File: src/rtl/traffic_pkg.sv
// Shared encodings for the traffic light controller: state codes, lamp patterns
// and small elaboration helpers.
package traffic_pkg;

  typedef enum logic [2:0] {
    MAIN_GREEN  = 3'd0,
    MAIN_YELLOW = 3'd1,
    ALL_RED_A   = 3'd2,
    PED_WALK    = 3'd3,
    SIDE_GREEN  = 3'd4,
    SIDE_YELLOW = 3'd5,
    ALL_RED_B   = 3'd6,
    FLASH       = 3'd7
  } state_t;

  // Lamp bundles are {red, yellow, green}.
  typedef logic [2:0] light_t;

  localparam light_t RED    = 3'b100;
  localparam light_t YELLOW = 3'b010;
  localparam light_t GREEN  = 3'b001;
  localparam light_t OFF    = 3'b000;

  localparam int unsigned SEC_W = 8;

  function automatic bit dur_ok(input int unsigned d);
    return (d >= 1) && (d <= 255);
  endfunction

  // A single-tick second still needs a one-bit prescaler.
  function automatic int unsigned presc_width(input int unsigned ticks);
    return (ticks > 1) ? $clog2(ticks) : 1;
  endfunction

  function automatic light_t flash_lamp(input logic on);
    return on ? YELLOW : OFF;
  endfunction

endpackage

File: src/rtl/traffic_light_ctrl_if.sv
// Sensor inputs and lamp outputs of the intersection controller.
interface traffic_light_ctrl_if;
  import traffic_pkg::*;

  logic   side_sensor;
  logic   ped_req;
  logic   night_mode;
  light_t main_light;
  light_t side_light;
  logic   walk;
  logic   ped_ack;
  logic [2:0] state_o;

  modport master (
    output side_sensor, ped_req, night_mode,
    input  main_light, side_light, walk, ped_ack, state_o
  );

  modport slave (
    input  side_sensor, ped_req, night_mode,
    output main_light, side_light, walk, ped_ack, state_o
  );

endinterface

File: src/rtl/traffic_light_ctrl_sec_timer.sv
// Prescaler plus seconds counter; expire is high on the last cycle of a dur-second
// interval, and load restarts the interval from zero.
module sec_timer
  import traffic_pkg::*;
#(
  parameter int unsigned TICKS_PER_S = 50_000_000
) (
  input  logic             clk,
  input  logic             reset,
  input  logic             load,
  input  logic [SEC_W-1:0] dur,
  output logic             expire
);

  localparam int unsigned     PW         = presc_width(TICKS_PER_S);
  localparam logic [PW-1:0]   PRESC_LAST = PW'(TICKS_PER_S - 1);

  logic [PW-1:0]    presc_reg, presc_next;
  logic [SEC_W-1:0] sec_reg, sec_next;
  logic             wrap;

  assign wrap   = (presc_reg == PRESC_LAST);
  assign expire = wrap && (sec_reg == (dur - SEC_W'(1)));

  always_comb begin
    presc_next = presc_reg;
    sec_next   = sec_reg;
    if (load) begin
      presc_next = '0;
      sec_next   = '0;
    end else if (wrap) begin
      presc_next = '0;
      sec_next   = sec_reg + SEC_W'(1);
    end else begin
      presc_next = presc_reg + PW'(1);
    end
  end

  always_ff @(posedge clk or posedge reset) begin
    if (reset) begin
      presc_reg <= '0;
      sec_reg   <= '0;
    end else begin
      presc_reg <= presc_next;
      sec_reg   <= sec_next;
    end
  end

endmodule

File: src/rtl/traffic_light_ctrl.sv
// Four-way intersection controller: main/side road phases, pedestrian walk phase
// and night flashing, sequenced by a seconds timer.
module traffic_light_ctrl
  import traffic_pkg::*;
#(
  parameter int unsigned TICKS_PER_S = 50_000_000,
  parameter int unsigned GREEN_S     = 20,
  parameter int unsigned SIDE_S      = 10,
  parameter int unsigned YELLOW_S    = 3,
  parameter int unsigned ALLRED_S    = 1,
  parameter int unsigned WALK_S      = 8
) (
  input  logic                 clk,
  input  logic                 reset,
  traffic_light_ctrl_if.slave  io
);

  localparam logic [4:0][31:0] DURS = {32'(GREEN_S), 32'(SIDE_S), 32'(YELLOW_S),
                                       32'(ALLRED_S), 32'(WALK_S)};

  genvar gi;
  generate
    for (gi = 0; gi < 5; gi++) begin : g_dur_check
      if (!dur_ok(DURS[gi])) begin : g_bad_dur
        $error("traffic_light_ctrl: every phase duration must lie in 1..255 seconds");
      end
    end
    if (TICKS_PER_S < 1) begin : g_bad_ticks
      $error("traffic_light_ctrl: TICKS_PER_S must be at least 1");
    end
  endgenerate

  localparam logic [SEC_W-1:0] GREEN_D  = SEC_W'(GREEN_S);
  localparam logic [SEC_W-1:0] SIDE_D   = SEC_W'(SIDE_S);
  localparam logic [SEC_W-1:0] YELLOW_D = SEC_W'(YELLOW_S);
  localparam logic [SEC_W-1:0] ALLRED_D = SEC_W'(ALLRED_S);
  localparam logic [SEC_W-1:0] WALK_D   = SEC_W'(WALK_S);
  localparam logic [SEC_W-1:0] FLASH_D  = SEC_W'(1);

  state_t           state_reg, state_next;
  logic             ped_pending_reg, ped_pending_next;
  logic             flash_phase_reg, flash_phase_next;
  logic             ped_ack_reg, ped_ack_next;
  logic             expire;
  logic             timer_load;
  logic             ped_set;
  logic [SEC_W-1:0] dur;

  // Every expiry either changes state or re-arms the current one, so the
  // timer is restarted on exactly those cycles.
  assign timer_load = expire;

  sec_timer #(
    .TICKS_PER_S (TICKS_PER_S)
  ) u_sec_timer (
    .clk    (clk),
    .reset  (reset),
    .load   (timer_load),
    .dur    (dur),
    .expire (expire)
  );

  always_comb begin
    dur = ALLRED_D;
    case (state_reg)
      MAIN_GREEN:  dur = GREEN_D;
      MAIN_YELLOW: dur = YELLOW_D;
      ALL_RED_A:   dur = ALLRED_D;
      PED_WALK:    dur = WALK_D;
      SIDE_GREEN:  dur = SIDE_D;
      SIDE_YELLOW: dur = YELLOW_D;
      ALL_RED_B:   dur = ALLRED_D;
      FLASH:       dur = FLASH_D;
      default:     dur = ALLRED_D;
    endcase
  end

  always_comb begin
    state_next       = state_reg;
    flash_phase_next = flash_phase_reg;
    if (expire) begin
      case (state_reg)
        MAIN_GREEN:  state_next = (ped_pending_reg || io.side_sensor) ? MAIN_YELLOW : MAIN_GREEN;
        MAIN_YELLOW: state_next = ALL_RED_A;
        ALL_RED_A:   state_next = ped_pending_reg ? PED_WALK : SIDE_GREEN;
        PED_WALK:    state_next = io.side_sensor ? SIDE_GREEN : ALL_RED_B;
        SIDE_GREEN:  state_next = SIDE_YELLOW;
        SIDE_YELLOW: state_next = ALL_RED_B;
        ALL_RED_B:   state_next = io.night_mode ? FLASH : MAIN_GREEN;
        FLASH:       state_next = io.night_mode ? FLASH : ALL_RED_B;
        default:     state_next = ALL_RED_B;
      endcase
      // Flashing always starts dark; the phase is parked at 0 outside FLASH.
      flash_phase_next = (state_reg == FLASH && state_next == FLASH) ? ~flash_phase_reg : 1'b0;
    end
  end

  // The request latch is independent of the phase decision made this cycle,
  // which only ever sees the registered ped_pending.
  assign ped_set = io.ped_req && !ped_pending_reg && (state_reg != PED_WALK);

  always_comb begin
    ped_pending_next = ped_pending_reg;
    ped_ack_next     = ped_set;
    if (ped_set) begin
      ped_pending_next = 1'b1;
    end
    if (state_reg != PED_WALK && state_next == PED_WALK) begin
      ped_pending_next = 1'b0;
    end
  end

  always_ff @(posedge clk or posedge reset) begin
    if (reset) begin
      state_reg       <= ALL_RED_B;
      ped_pending_reg <= 1'b0;
      flash_phase_reg <= 1'b0;
      ped_ack_reg     <= 1'b0;
    end else begin
      state_reg       <= state_next;
      ped_pending_reg <= ped_pending_next;
      flash_phase_reg <= flash_phase_next;
      ped_ack_reg     <= ped_ack_next;
    end
  end

  always_comb begin
    io.main_light = RED;
    io.side_light = RED;
    io.walk       = 1'b0;
    case (state_reg)
      MAIN_GREEN:  io.main_light = GREEN;
      MAIN_YELLOW: io.main_light = YELLOW;
      SIDE_GREEN:  io.side_light = GREEN;
      SIDE_YELLOW: io.side_light = YELLOW;
      PED_WALK:    io.walk       = 1'b1;
      FLASH: begin
        io.main_light = flash_lamp(flash_phase_reg);
        io.side_light = flash_lamp(flash_phase_reg);
      end
      default: ;
    endcase
  end

  assign io.ped_ack = ped_ack_reg;
  assign io.state_o = state_reg;

endmodule

File: src/flat_wrapper.sv
// flat-port wrapper written by rule: the top's interface ports become plain ports
module traffic_light_ctrl_flat import traffic_pkg::*;
#(
  parameter int unsigned TICKS_PER_S = 50_000_000,
  parameter int unsigned GREEN_S     = 20,
  parameter int unsigned SIDE_S      = 10,
  parameter int unsigned YELLOW_S    = 3,
  parameter int unsigned ALLRED_S    = 1,
  parameter int unsigned WALK_S      = 8
)
  (clk, reset, io_side_sensor, io_ped_req, io_night_mode, io_main_light, io_side_light, io_walk, io_ped_ack, io_state_o);
  traffic_light_ctrl_if io_i ();
  input  logic clk;
  input  logic reset;
  input wire logic [$bits(io_i.side_sensor)-1:0] io_side_sensor;
  input wire logic [$bits(io_i.ped_req)-1:0] io_ped_req;
  input wire logic [$bits(io_i.night_mode)-1:0] io_night_mode;
  output wire logic [$bits(io_i.main_light)-1:0] io_main_light;
  output wire logic [$bits(io_i.side_light)-1:0] io_side_light;
  output wire logic [$bits(io_i.walk)-1:0] io_walk;
  output wire logic [$bits(io_i.ped_ack)-1:0] io_ped_ack;
  output wire logic [$bits(io_i.state_o)-1:0] io_state_o;
  assign io_i.side_sensor = io_side_sensor;
  assign io_i.ped_req = io_ped_req;
  assign io_i.night_mode = io_night_mode;
  assign io_main_light = io_i.main_light;
  assign io_side_light = io_i.side_light;
  assign io_walk = io_i.walk;
  assign io_ped_ack = io_i.ped_ack;
  assign io_state_o = io_i.state_o;
  traffic_light_ctrl #(.TICKS_PER_S(TICKS_PER_S), .GREEN_S(GREEN_S), .SIDE_S(SIDE_S), .YELLOW_S(YELLOW_S), .ALLRED_S(ALLRED_S), .WALK_S(WALK_S)) u_core (.clk(clk), .reset(reset), .io(io_i));
endmodule
File: config.mk
export PLATFORM = sky130hd
export DESIGN_NAME = traffic_light_ctrl_flat
export DESIGN_NICKNAME = d
export VERILOG_FILES = /design/src/rtl/traffic_pkg.sv /design/src/rtl/traffic_light_ctrl_if.sv /design/src/rtl/traffic_light_ctrl_sec_timer.sv /design/src/rtl/traffic_light_ctrl.sv /design/src/flat_wrapper.sv
export SDC_FILE = /design/constraint.sdc
export NUM_CORES = 1
export LEC_CHECK = 0
export CAP_MARGIN = 10
export CORE_ASPECT_RATIO = 1.75
export CORE_MARGIN = 5
export CORE_UTILIZATION = 55
export CTS_BUF_LIST = sky130_fd_sc_hd__clkbuf_4 sky130_fd_sc_hd__clkbuf_8
export DETAILED_ROUTE_END_ITERATION = 12
export HOLD_SLACK_MARGIN = 0.02
export PLACE_DENSITY = 0.73
export SLEW_MARGIN = 30
export SYNTH_ARGS = -nofsm -noshare
export SYNTH_HDL_FRONTEND = slang
export SYNTH_SLANG_ARGS = --single-unit
File: constraint.sdc
create_clock -name clk -period 4.5 [get_ports clk]
set_input_delay 0.45 -clock clk [delete_from_list [all_inputs] [get_ports clk]]
set_output_delay 0.45 -clock clk [all_outputs]
set_load 0.005 [all_outputs]
==> flow_summary.html, run 1 <==
<table>
<tr><th>Metric</th><th>Value</th></tr>
<tr><th colspan="2">Synth</th></tr>
<tr><td>Synth unique cells</td><td>51</td></tr>
<tr><td>Gate count of the mapped netlist</td><td>264</td></tr>
<tr><td>Cell Area, Synth</td><td>2480 um2</td></tr>
<tr><td>Area fraction of the dominant cell type after synthesis</td><td>38.4%</td></tr>
<tr><td>Async set-or-reset flop fraction in the synthesized netlist</td><td>100%</td></tr>
<tr><td>Synthesized Nets</td><td>277</td></tr>
<tr><td>Number of storage elements in the synthesis netlist</td><td>40</td></tr>
<tr><td>Leading post-synthesis cells by cell area</td><td>sky130_fd_sc_hd__dfrtp_1 (38%), sky130_fd_sc_hd__xnor2_1 (8.5%), sky130_fd_sc_hd__ha_1 (4.0%)</td></tr>
<tr><td>Top_reg_cell synth</td><td>sky130_fd_sc_hd__dfrtp_1</td></tr>
<tr><td>Part of the Yosys area used for sequential elements</td><td>slightly above 40%</td></tr>
<tr><td>Post-synthesis cell type with the largest combined area</td><td>sky130_fd_sc_hd__dfrtp_1</td></tr>
<tr><td>Average footprint of a synthesized cell</td><td>~9.4 um2</td></tr>
<tr><td>Number of enable-type register cells in the synthesized netlist</td><td>0</td></tr>
<tr><td>Synth warnings</td><td>0</td></tr>
<tr><th colspan="2">Global routing</th></tr>
<tr><td>Global-route total usage across every layer</td><td>18.3%</td></tr>
<tr><td>Vias in the first global route</td><td>1,897</td></tr>
<tr><td>Pin count of the biggest net entering global routing</td><td>41</td></tr>
<tr><td>Total grt overflow</td><td>0</td></tr>
<tr><td>First-pass GRT wire length</td><td>8590 um</td></tr>
<tr><td>Number of antenna violations at the first check in global routing</td><td>0</td></tr>
<tr><th colspan="2">Timing</th></tr>
<tr><td>Final worst-path cycle share</td><td>between 60% and 70%</td></tr>
<tr><td>Post-route worst hold slack</td><td>0.469 ns</td></tr>
<tr><td>RSZ-0062 raised after global routing</td><td>false</td></tr>
<tr><td>Worst-Margin Slew</td><td>0.495 ns</td></tr>
<tr><td>Min Tclk post-route</td><td>around 3 ns</td></tr>
<tr><td>Post-Route Skew</td><td>0.0116 ns</td></tr>
<tr><td>Final setup vio count</td><td>0</td></tr>
<tr><td>Final Hold Vio Count</td><td>0</td></tr>
<tr><td>Peak Freq</td><td>around 0.33 GHz</td></tr>
<tr><td>Final-layout setup total negative slack</td><td>0 ns</td></tr>
<tr><td>Max transition margin</td><td>67.0%</td></tr>
<tr><td>Max Transition Viols Final</td><td>0</td></tr>
<tr><th colspan="2">CTS</th></tr>
<tr><td>Quantity of gates resized following cts</td><td>0</td></tr>
<tr><td>Clk slew on worst S/H paths</td><td>0.08 ns</td></tr>
<tr><td>Buffer depth of the longest clock path</td><td>2</td></tr>
<tr><td>Clock sink count</td><td>40</td></tr>
<tr><td>Setup Buffers After CTS</td><td>0</td></tr>
<tr><td>Number of CTS-inserted buffers</td><td>5</td></tr>
<tr><td>Clock Tree Root</td><td>sky130_fd_sc_hd__clkbuf_8</td></tr>
<tr><td>Clock network latency to the later pin of the worst-skew pair</td><td>0.29 ns</td></tr>
<tr><td>Clock tree from TritonCTS</td><td>yes</td></tr>
<tr><td>Number of hold buffers added after CTS</td><td>0</td></tr>
<tr><td>CTS H-tree lvls</td><td>2</td></tr>
<tr><th colspan="2">Die</th></tr>
<tr><td>Std cell rows</td><td>32</td></tr>
<tr><td>Starting utilization of the core area</td><td>~56%</td></tr>
<tr><td>Die H</td><td>about 99 um</td></tr>
<tr><td>Area of the core</td><td>4400 um2</td></tr>
<tr><td>Number of top-level pins</td><td>16</td></tr>
<tr><td>Chip width</td><td>slightly above 60 um</td></tr>
<tr><td>Total Die Area</td><td>between 5000 and 6000 um2</td></tr>
<tr><th colspan="2">Cells and area</th></tr>
<tr><td>Commonest non-fill, non-tap cell in the layout</td><td>sky130_fd_sc_hd__dfrtp_1</td></tr>
<tr><td>Most used cells in the layout excluding fill and tap cells</td><td>sky130_fd_sc_hd__dfrtp_1 (38), sky130_fd_sc_hd__nor2_1 (26), sky130_fd_sc_hd__xnor2_1 (24), sky130_fd_sc_hd__nand2_1 (17), sky130_fd_sc_hd__clkdlybuf4s50_1 (15)</td></tr>
<tr><td>Share of post-route cells with drive strength above 1</td><td>between 8 and 9%</td></tr>
<tr><td>P&amp;R area growth vs syn</td><td>11.4%</td></tr>
<tr><td>Final #Nets</td><td>286</td></tr>
<tr><td>Flip-flop count of the largest register after layout</td><td>26</td></tr>
<tr><td>Fill count</td><td>377</td></tr>
<tr><td>Number of antenna cells inserted</td><td>0</td></tr>
<tr><th colspan="2">Place</th></tr>
<tr><td>Port Buffer Count</td><td>15</td></tr>
<tr><td>HPWL after DPL</td><td>3570 um</td></tr>
<tr><td>Final weighted congestion of routability-driven global placement</td><td>0.820</td></tr>
<tr><th colspan="2">Drt</th></tr>
<tr><td>Post-route antenna net violation count</td><td>0</td></tr>
<tr><td>Number of remaining DRC errors</td><td>0</td></tr>
<tr><td>Routed vias/inst</td><td>5.93</td></tr>
<tr><td>Total wire length</td><td>5030 um</td></tr>
<tr><td>Initial DRC count</td><td>59</td></tr>
<tr><td>Routed WL per cell</td><td>between 15 and 20 um</td></tr>
<tr><td>Pre-Repair DR Iteration Count</td><td>4</td></tr>
<tr><td>Routed via count</td><td>just under 2,000</td></tr>
<tr><th colspan="2">Critical path</th></tr>
<tr><td>Endpoint kind of the worst setup timing path</td><td>flop</td></tr>
<tr><td>Worst Setup Start Kind</td><td>flop</td></tr>
<tr><td>Cell with the biggest individual delay on the critical path</td><td>sky130_fd_sc_hd__dfstp_2</td></tr>
<tr><td>Arrival time of data at the critical path endpoint</td><td>3.23 ns</td></tr>
<tr><td>Slowest stage delay, CP</td><td>0.65 ns</td></tr>
<tr><td>Most repeated library cell on the critical path</td><td>sky130_fd_sc_hd__ha_1</td></tr>
<tr><td>Critical path data required time</td><td>about 4.7 ns</td></tr>
<tr><td>Highest fanout seen on the critical path</td><td>12</td></tr>
<tr><td>Critical path, cell by cell</td><td>inv_1 -&gt; ha_1 -&gt; nor2b_1 -&gt; nor2_1 -&gt; ha_1 -&gt; xnor2_1 -&gt; nor3_1 -&gt; and4b_1 -&gt; and4_4 -&gt; mux2_2</td></tr>
<tr><td>Worst Setup Path Type</td><td>reg2reg</td></tr>
<tr><th colspan="2">Outcome</th></tr>
<tr><td>Outcome</td><td>finished clean</td></tr>
<tr><th colspan="2">Pwr</th></tr>
<tr><td>Leakage power figure</td><td>approximately 1.1 nW</td></tr>
<tr><td>Cell area power density</td><td>263 nW/um2</td></tr>
<tr><td>Maximum vdd ir drop</td><td>0.000419 V</td></tr>
<tr><th colspan="2">Min path</th></tr>
<tr><td>Worst min-delay path class</td><td>reg2reg</td></tr>
<tr><th colspan="2">Flow run</th></tr>
<tr><td>Max-capacitance violation count</td><td>0</td></tr>
</table>
[cell families (layout without fill, tap and decap cells)]
group	count (synthesis)	count (layout)	synth area share (%)
compound gates	29	29	7.37
xor+xnor	32	32	11.3
fa+ha+maj	8	8	4.04
buf+inv	24	34	4.75
flops	40	40	40.5
mux	7	7	3.38
simple gates	124	124	28.6
[through the flow]
step | util [%] | std cells | setup WS (ns) | area (um2) | power [mW]
floorplan | - | 264 | 1.66 | 2480 | 0.375
global placement | 59.5 | 317 | 1.59 | 2620 | 0.383
detailed placement | 59.5 | 317 | 1.49 | 2620 | 0.382
CTS | 62.6 | 325 | 1.45 | 2760 | 0.736
global route | 62.6 | 325 | 1.29 | 2760 | 0.747
finish | 62.6 | 325 | 1.46 | 2760 | 0.726
[path summary, 6_finish.rpt]
| kind | startpoint | to | slack [ns] | cells past startpoint |
|---|---|---|---|---|
| worst max-delay path | u_core.io.state_o[1] | u_core.ped_pending_reg | 1.46 | 10 |
| worst max register to register | u_core.io.state_o[1] | u_core.ped_pending_reg | 1.46 | 10 |
| min in group asynchronous | reset | u_core.u_sec_timer.sec_reg[7] | 0.57 | 3 |
| worst min-delay path | u_core.u_sec_timer.presc_reg[6] | u_core.u_sec_timer.presc_reg[6] | 0.47 | 1 |
| worst min register to register | u_core.u_sec_timer.presc_reg[6] | u_core.u_sec_timer.presc_reg[6] | 0.47 | 1 |
| max in group asynchronous | reset | u_core.io.state_o[2] | 3.56 | 3 |
[cell type report]
type / instances / area [um2] / area share, %
Tap cell: 51 / 63.8 / 2.31
Multi-Input combinational cell: 200 / 1360 / 49.2
Timing Repair Buffer: 17 / 165 / 5.99
Clock inverter: 2 / 60.1 / 2.18
Inverter: 9 / 33.8 / 1.22
Clock buffer: 6 / 76.3 / 2.77
Sequential cell: 40 / 1000 / 36.4
[routing by layer]
metal | share of wire (%) | global-route usage [%] | up-vias
li1 | - | - | 956
met1 | 42 | 21.0 | 931
met2 | 54 | 32.3 | 31
met3 | 2.2 | 2.75 | 9
met4 | 2.0 | 7.35 | 0
met5 | 0 | 0 | -
[synth_stat cells (all sizes together), types with 3 or more instances]
| library cell | instances |
|---|---|
| xor2 | 8 |
| o31ai | 3 |
| buf | 6 |
| nor3 | 10 |
| nand3 | 14 |
| clkbuf | 9 |
| and4 | 6 |
| nand2 | 17 |
| a21oi | 6 |
| nand2b | 7 |
| xnor2 | 24 |
| ha | 8 |
| nor2b | 6 |
| mux2 | 5 |
| nor2 | 26 |
| nor3b | 3 |
| nand4 | 9 |
| o21ai | 10 |
| nor4 | 12 |
| dfrtp | 38 |
| inv | 9 |
[report_power, final]
group                  switching, mW  internal (mW)  leakage (nW)  total [mW]
Combinational                0.00966        0.00600         0.542      0.0157
Sequential     0.0000000000000000777          0.359         0.532       0.359
Clock                          0.123          0.228        0.0688       0.351
[worst max-delay path: cells and delay by family, from the launching register on]
kind | cells | cell delay, ns
XOR/XNOR | 1 | 0.12
buffers and inverters | 1 | 0.12
multiplexers | 1 | 0.35
adder cells (fa/ha/maj) | 2 | 0.63
flip-flops | 1 | 0.65
AND/OR/NAND/NOR | 5 | 1.05
Power figures use the tool's default switching activity.
==> inputs of run 2 (changes only) <==
--- a/config.mk
+++ b/config.mk
@@ -12,7 +12,7 @@
 export CTS_BUF_LIST = sky130_fd_sc_hd__clkbuf_4 sky130_fd_sc_hd__clkbuf_8
 export DETAILED_ROUTE_END_ITERATION = 12
 export HOLD_SLACK_MARGIN = 0.02
-export PLACE_DENSITY = 0.73
+export PLACE_DENSITY = 0.76
 export SLEW_MARGIN = 30
 export SYNTH_ARGS = -nofsm -noshare
 export SYNTH_HDL_FRONTEND = slang
==> constraint.sdc (replaced) <==
create_clock -name clk -period 2.7 [get_ports clk]
set_input_delay 0.27 -clock clk [delete_from_list [all_inputs] [get_ports clk]]
set_output_delay 0.27 -clock clk [all_outputs]
set_load 0.005 [all_outputs]
==> run 2 against run 1 <==
Effect of this change:
- routed wire length increased by 4.2%
- largest cell class unchanged
- total power increased by 45%
- sequential cell count unchanged
- utilization increased by 1.3 points
- critical path depth unchanged
==> flow_summary.html, run 2 (synthesized netlist as in run 1, its figures left out) <==
<table>
<tr><th>Metric</th><th>Value</th></tr>
<tr><th colspan="2">Outcome</th></tr>
<tr><td>Outcome</td><td>finished clean</td></tr>
<tr><th colspan="2">Place</th></tr>
<tr><td>HPWL after DPL</td><td>3800 um</td></tr>
<tr><td>Total placed instance area</td><td>2710 um2</td></tr>
<tr><td>Worst setup timing slack at the placement stage</td><td>0.0845 ns</td></tr>
<tr><td>Port Buffer Count</td><td>15</td></tr>
<tr><td>Final weighted congestion of routability-driven global placement</td><td>0.849</td></tr>
<tr><td>Placed cell count</td><td>~330</td></tr>
<tr><th colspan="2">Die</th></tr>
<tr><td>Starting utilization of the core area</td><td>56.3%</td></tr>
<tr><td>Number of top-level pins</td><td>16</td></tr>
<tr><td>Chip width</td><td>around 61 um</td></tr>
<tr><td>Die H</td><td>a little under 100 um</td></tr>
<tr><td>Total Die Area</td><td>~6000 um2</td></tr>
<tr><td>Area of the core</td><td>4400 um2</td></tr>
<tr><td>Std cell rows</td><td>32</td></tr>
<tr><th colspan="2">Cells and area</th></tr>
<tr><td>Share of post-route cells with drive strength above 1</td><td>~14%</td></tr>
<tr><td>P&amp;R area growth vs syn</td><td>13.6%</td></tr>
<tr><td>Number of standard cells in the layout, taps in and fillers out</td><td>around 330</td></tr>
<tr><td>Post-layout instance area</td><td>2810 um2</td></tr>
<tr><td>Most used cells in the layout excluding fill and tap cells</td><td>sky130_fd_sc_hd__dfrtp_1 (38), sky130_fd_sc_hd__nor2_1 (26), sky130_fd_sc_hd__xnor2_1 (24), sky130_fd_sc_hd__nand2_1 (17), sky130_fd_sc_hd__clkdlybuf4s50_1 (15)</td></tr>
<tr><td>Seq. cell area</td><td>~1000 um2</td></tr>
<tr><td>Flip-flop count of the largest register after layout</td><td>26</td></tr>
<tr><td>Util after Layout</td><td>63.9%</td></tr>
<tr><td>Fill count</td><td>~400</td></tr>
<tr><td>Number of antenna cells inserted</td><td>0</td></tr>
<tr><td>Multi-input logic area</td><td>about 1400 um2</td></tr>
<tr><td>Final #Nets</td><td>295</td></tr>
<tr><td>Commonest non-fill, non-tap cell in the layout</td><td>sky130_fd_sc_hd__dfrtp_1</td></tr>
<tr><th colspan="2">Timing</th></tr>
<tr><td>Final Worst Setup Slack</td><td>0.116 ns</td></tr>
<tr><td>Final-layout setup total negative slack</td><td>0 ns</td></tr>
<tr><td>Min Tclk post-route</td><td>2.58 ns</td></tr>
<tr><td>Peak Freq</td><td>0.387 GHz</td></tr>
<tr><td>Final setup vio count</td><td>0</td></tr>
<tr><td>Post-route worst hold slack</td><td>0.387 ns</td></tr>
<tr><td>Max Transition Viols Final</td><td>0</td></tr>
<tr><td>Max transition margin</td><td>approximately two thirds</td></tr>
<tr><td>RSZ-0062 raised after global routing</td><td>false</td></tr>
<tr><td>Post-Route Skew</td><td>slightly above 0.01 ns</td></tr>
<tr><td>Worst-Margin Slew</td><td>0.515 ns</td></tr>
<tr><td>Final Hold Vio Count</td><td>0</td></tr>
<tr><td>Final worst-path cycle share</td><td>95.7%</td></tr>
<tr><th colspan="2">Drt</th></tr>
<tr><td>Total wire length</td><td>5240 um</td></tr>
<tr><td>Routed via count</td><td>1,986</td></tr>
<tr><td>Number of remaining DRC errors</td><td>0</td></tr>
<tr><td>Routed WL per cell</td><td>15.7 um</td></tr>
<tr><td>Routed vias/inst</td><td>5.95</td></tr>
<tr><td>Post-route antenna net violation count</td><td>0</td></tr>
<tr><td>Initial DRC count</td><td>114</td></tr>
<tr><td>Pre-Repair DR Iteration Count</td><td>4</td></tr>
<tr><th colspan="2">Global routing</th></tr>
<tr><td>Number of antenna violations at the first check in global routing</td><td>0</td></tr>
<tr><td>First-pass GRT wire length</td><td>9270 um</td></tr>
<tr><td>Pin count of the biggest net entering global routing</td><td>41</td></tr>
<tr><td>Global-route total usage across every layer</td><td>between 15 and 20%</td></tr>
<tr><td>Total grt overflow</td><td>0</td></tr>
<tr><td>Vias in the first global route</td><td>2,015</td></tr>
<tr><th colspan="2">Pwr</th></tr>
<tr><td>Maximum vdd ir drop</td><td>0.000401 V</td></tr>
<tr><td>Part of the total power dissipated in sequential elements</td><td>between 50% and 60%</td></tr>
<tr><td>Leakage power figure</td><td>approximately 1.2 nW</td></tr>
<tr><td>Cell area power density</td><td>375 nW/um2</td></tr>
<tr><td>Total design power</td><td>1.06 mW</td></tr>
<tr><td>Combinational share of power</td><td>2.5%</td></tr>
<tr><td>Clock network fraction of total power</td><td>40.7%</td></tr>
<tr><td>Switching share of power</td><td>20.6%</td></tr>
<tr><td>Internal power</td><td>between 0.8 and 0.9 mW</td></tr>
<tr><td>Reported net switching power</td><td>0.218 mW</td></tr>
<tr><th colspan="2">Critical path</th></tr>
<tr><td>Highest fanout seen on the critical path</td><td>4</td></tr>
<tr><td>Reg2reg setup slack</td><td>0.12 ns</td></tr>
<tr><td>Arrival time of data at the critical path endpoint</td><td>approximately 2.8 ns</td></tr>
<tr><td>Endpoint kind of the worst setup timing path</td><td>flop</td></tr>
<tr><td>Critical path data required time</td><td>~2.9 ns</td></tr>
<tr><td>Worst Setup Path Type</td><td>reg2reg</td></tr>
<tr><td>Worst Setup Start Kind</td><td>flop</td></tr>
<tr><th colspan="2">Min path</th></tr>
<tr><td>Worst min-delay path class</td><td>in2async</td></tr>
<tr><th colspan="2">CTS</th></tr>
<tr><td>Clock network latency to the later pin of the worst-skew pair</td><td>0.29 ns</td></tr>
<tr><td>Clk slew on worst S/H paths</td><td>0.08 ns</td></tr>
<tr><td>Clock tree from TritonCTS</td><td>yes</td></tr>
<tr><td>Buffer depth of the longest clock path</td><td>2</td></tr>
<tr><td>Clock Tree Root</td><td>sky130_fd_sc_hd__clkbuf_8</td></tr>
<tr><td>CTS H-tree lvls</td><td>2</td></tr>
<tr><td>Number of CTS-inserted buffers</td><td>5</td></tr>
<tr><td>Clock sink count</td><td>40</td></tr>
<tr><th colspan="2">Flow run</th></tr>
<tr><td>Max-capacitance violation count</td><td>0</td></tr>
</table>
-- run 2: cell types whose count changed in the layout (fill, tap and decap cells not counted), moves of 2 or more --
cell | previous run | this run
sky130_fd_sc_hd__nor2b_1 | 6 | 4
sky130_fd_sc_hd__bufinv_16 | 2 | 0
sky130_fd_sc_hd__buf_4 | 2 | 11
sky130_fd_sc_hd__ha_1 | 8 | 6
-- run 2: worst max-delay path, stage by stage, from the launching register on --
cell	delay (ns)
sky130_fd_sc_hd__dfstp_2	0.54
sky130_fd_sc_hd__inv_2	0.06
sky130_fd_sc_hd__ha_4	0.22
sky130_fd_sc_hd__nor2b_2	0.16
sky130_fd_sc_hd__nor2_1	0.10
sky130_fd_sc_hd__ha_2	0.21
sky130_fd_sc_hd__xor2_1	0.19
sky130_fd_sc_hd__xnor2_1	0.14
sky130_fd_sc_hd__and4b_2	0.25
sky130_fd_sc_hd__and4_4	0.26
sky130_fd_sc_hd__mux2_2	0.33
-- run 2: metal layers --
layer / routed length, um / vias to the layer above / track usage (%)
met5: 0 / - / 0
met2: 2840 / 30 / 34.0
met4: 71 / 0 / 5.68
met3: 132 / 6 / 3.54
li1: - / 975 / -
met1: 2200 / 975 / 25.1
-- run 2: worst paths after layout --
check                                                 from                               to  cells after the start
max                                   u_core.io.state_o[1]           u_core.ped_pending_reg                     10
min                                                  reset    u_core.u_sec_timer.sec_reg[5]                      3
max reg2reg                           u_core.io.state_o[1]           u_core.ped_pending_reg                     10
min reg2reg                u_core.u_sec_timer.presc_reg[6]  u_core.u_sec_timer.presc_reg[6]                      1
max in group asynchronous                            reset             u_core.io.state_o[2]                      3
min in group clk           u_core.u_sec_timer.presc_reg[6]  u_core.u_sec_timer.presc_reg[6]                      1
-- run 2: area by class of cell --
cell class | instances | area share [%]
inverters | 9 | 1.20
clock buffers | 8 | 3.47
multi-input cells | 200 | 49.1
repair buffers | 26 | 8.27
flip-flops and latches | 40 | 35.7
well taps | 51 | 2.27
-- run 2: power by group through the flow --
stage,sequential (mW),combinational [mW],clock [mW]
2_1_floorplan,0.610,0.0150,0
3_3_place_gp,0.610,0.0270,0
3_5_place_dp,0.610,0.0273,0
4_1_cts,0.599,0.0274,0.442
5_1_grt,0.599,0.0306,0.473
6_report,0.599,0.0266,0.430
-- run 2: repair_timing --
action | in CTS | in global routing
setup buffers | 0 | 1
hold buffers | 0 | 0
setup endpoints to repair | 0 | 4
hold endpoints to repair | 0 | 0
gates resized for setup | 0 | 1
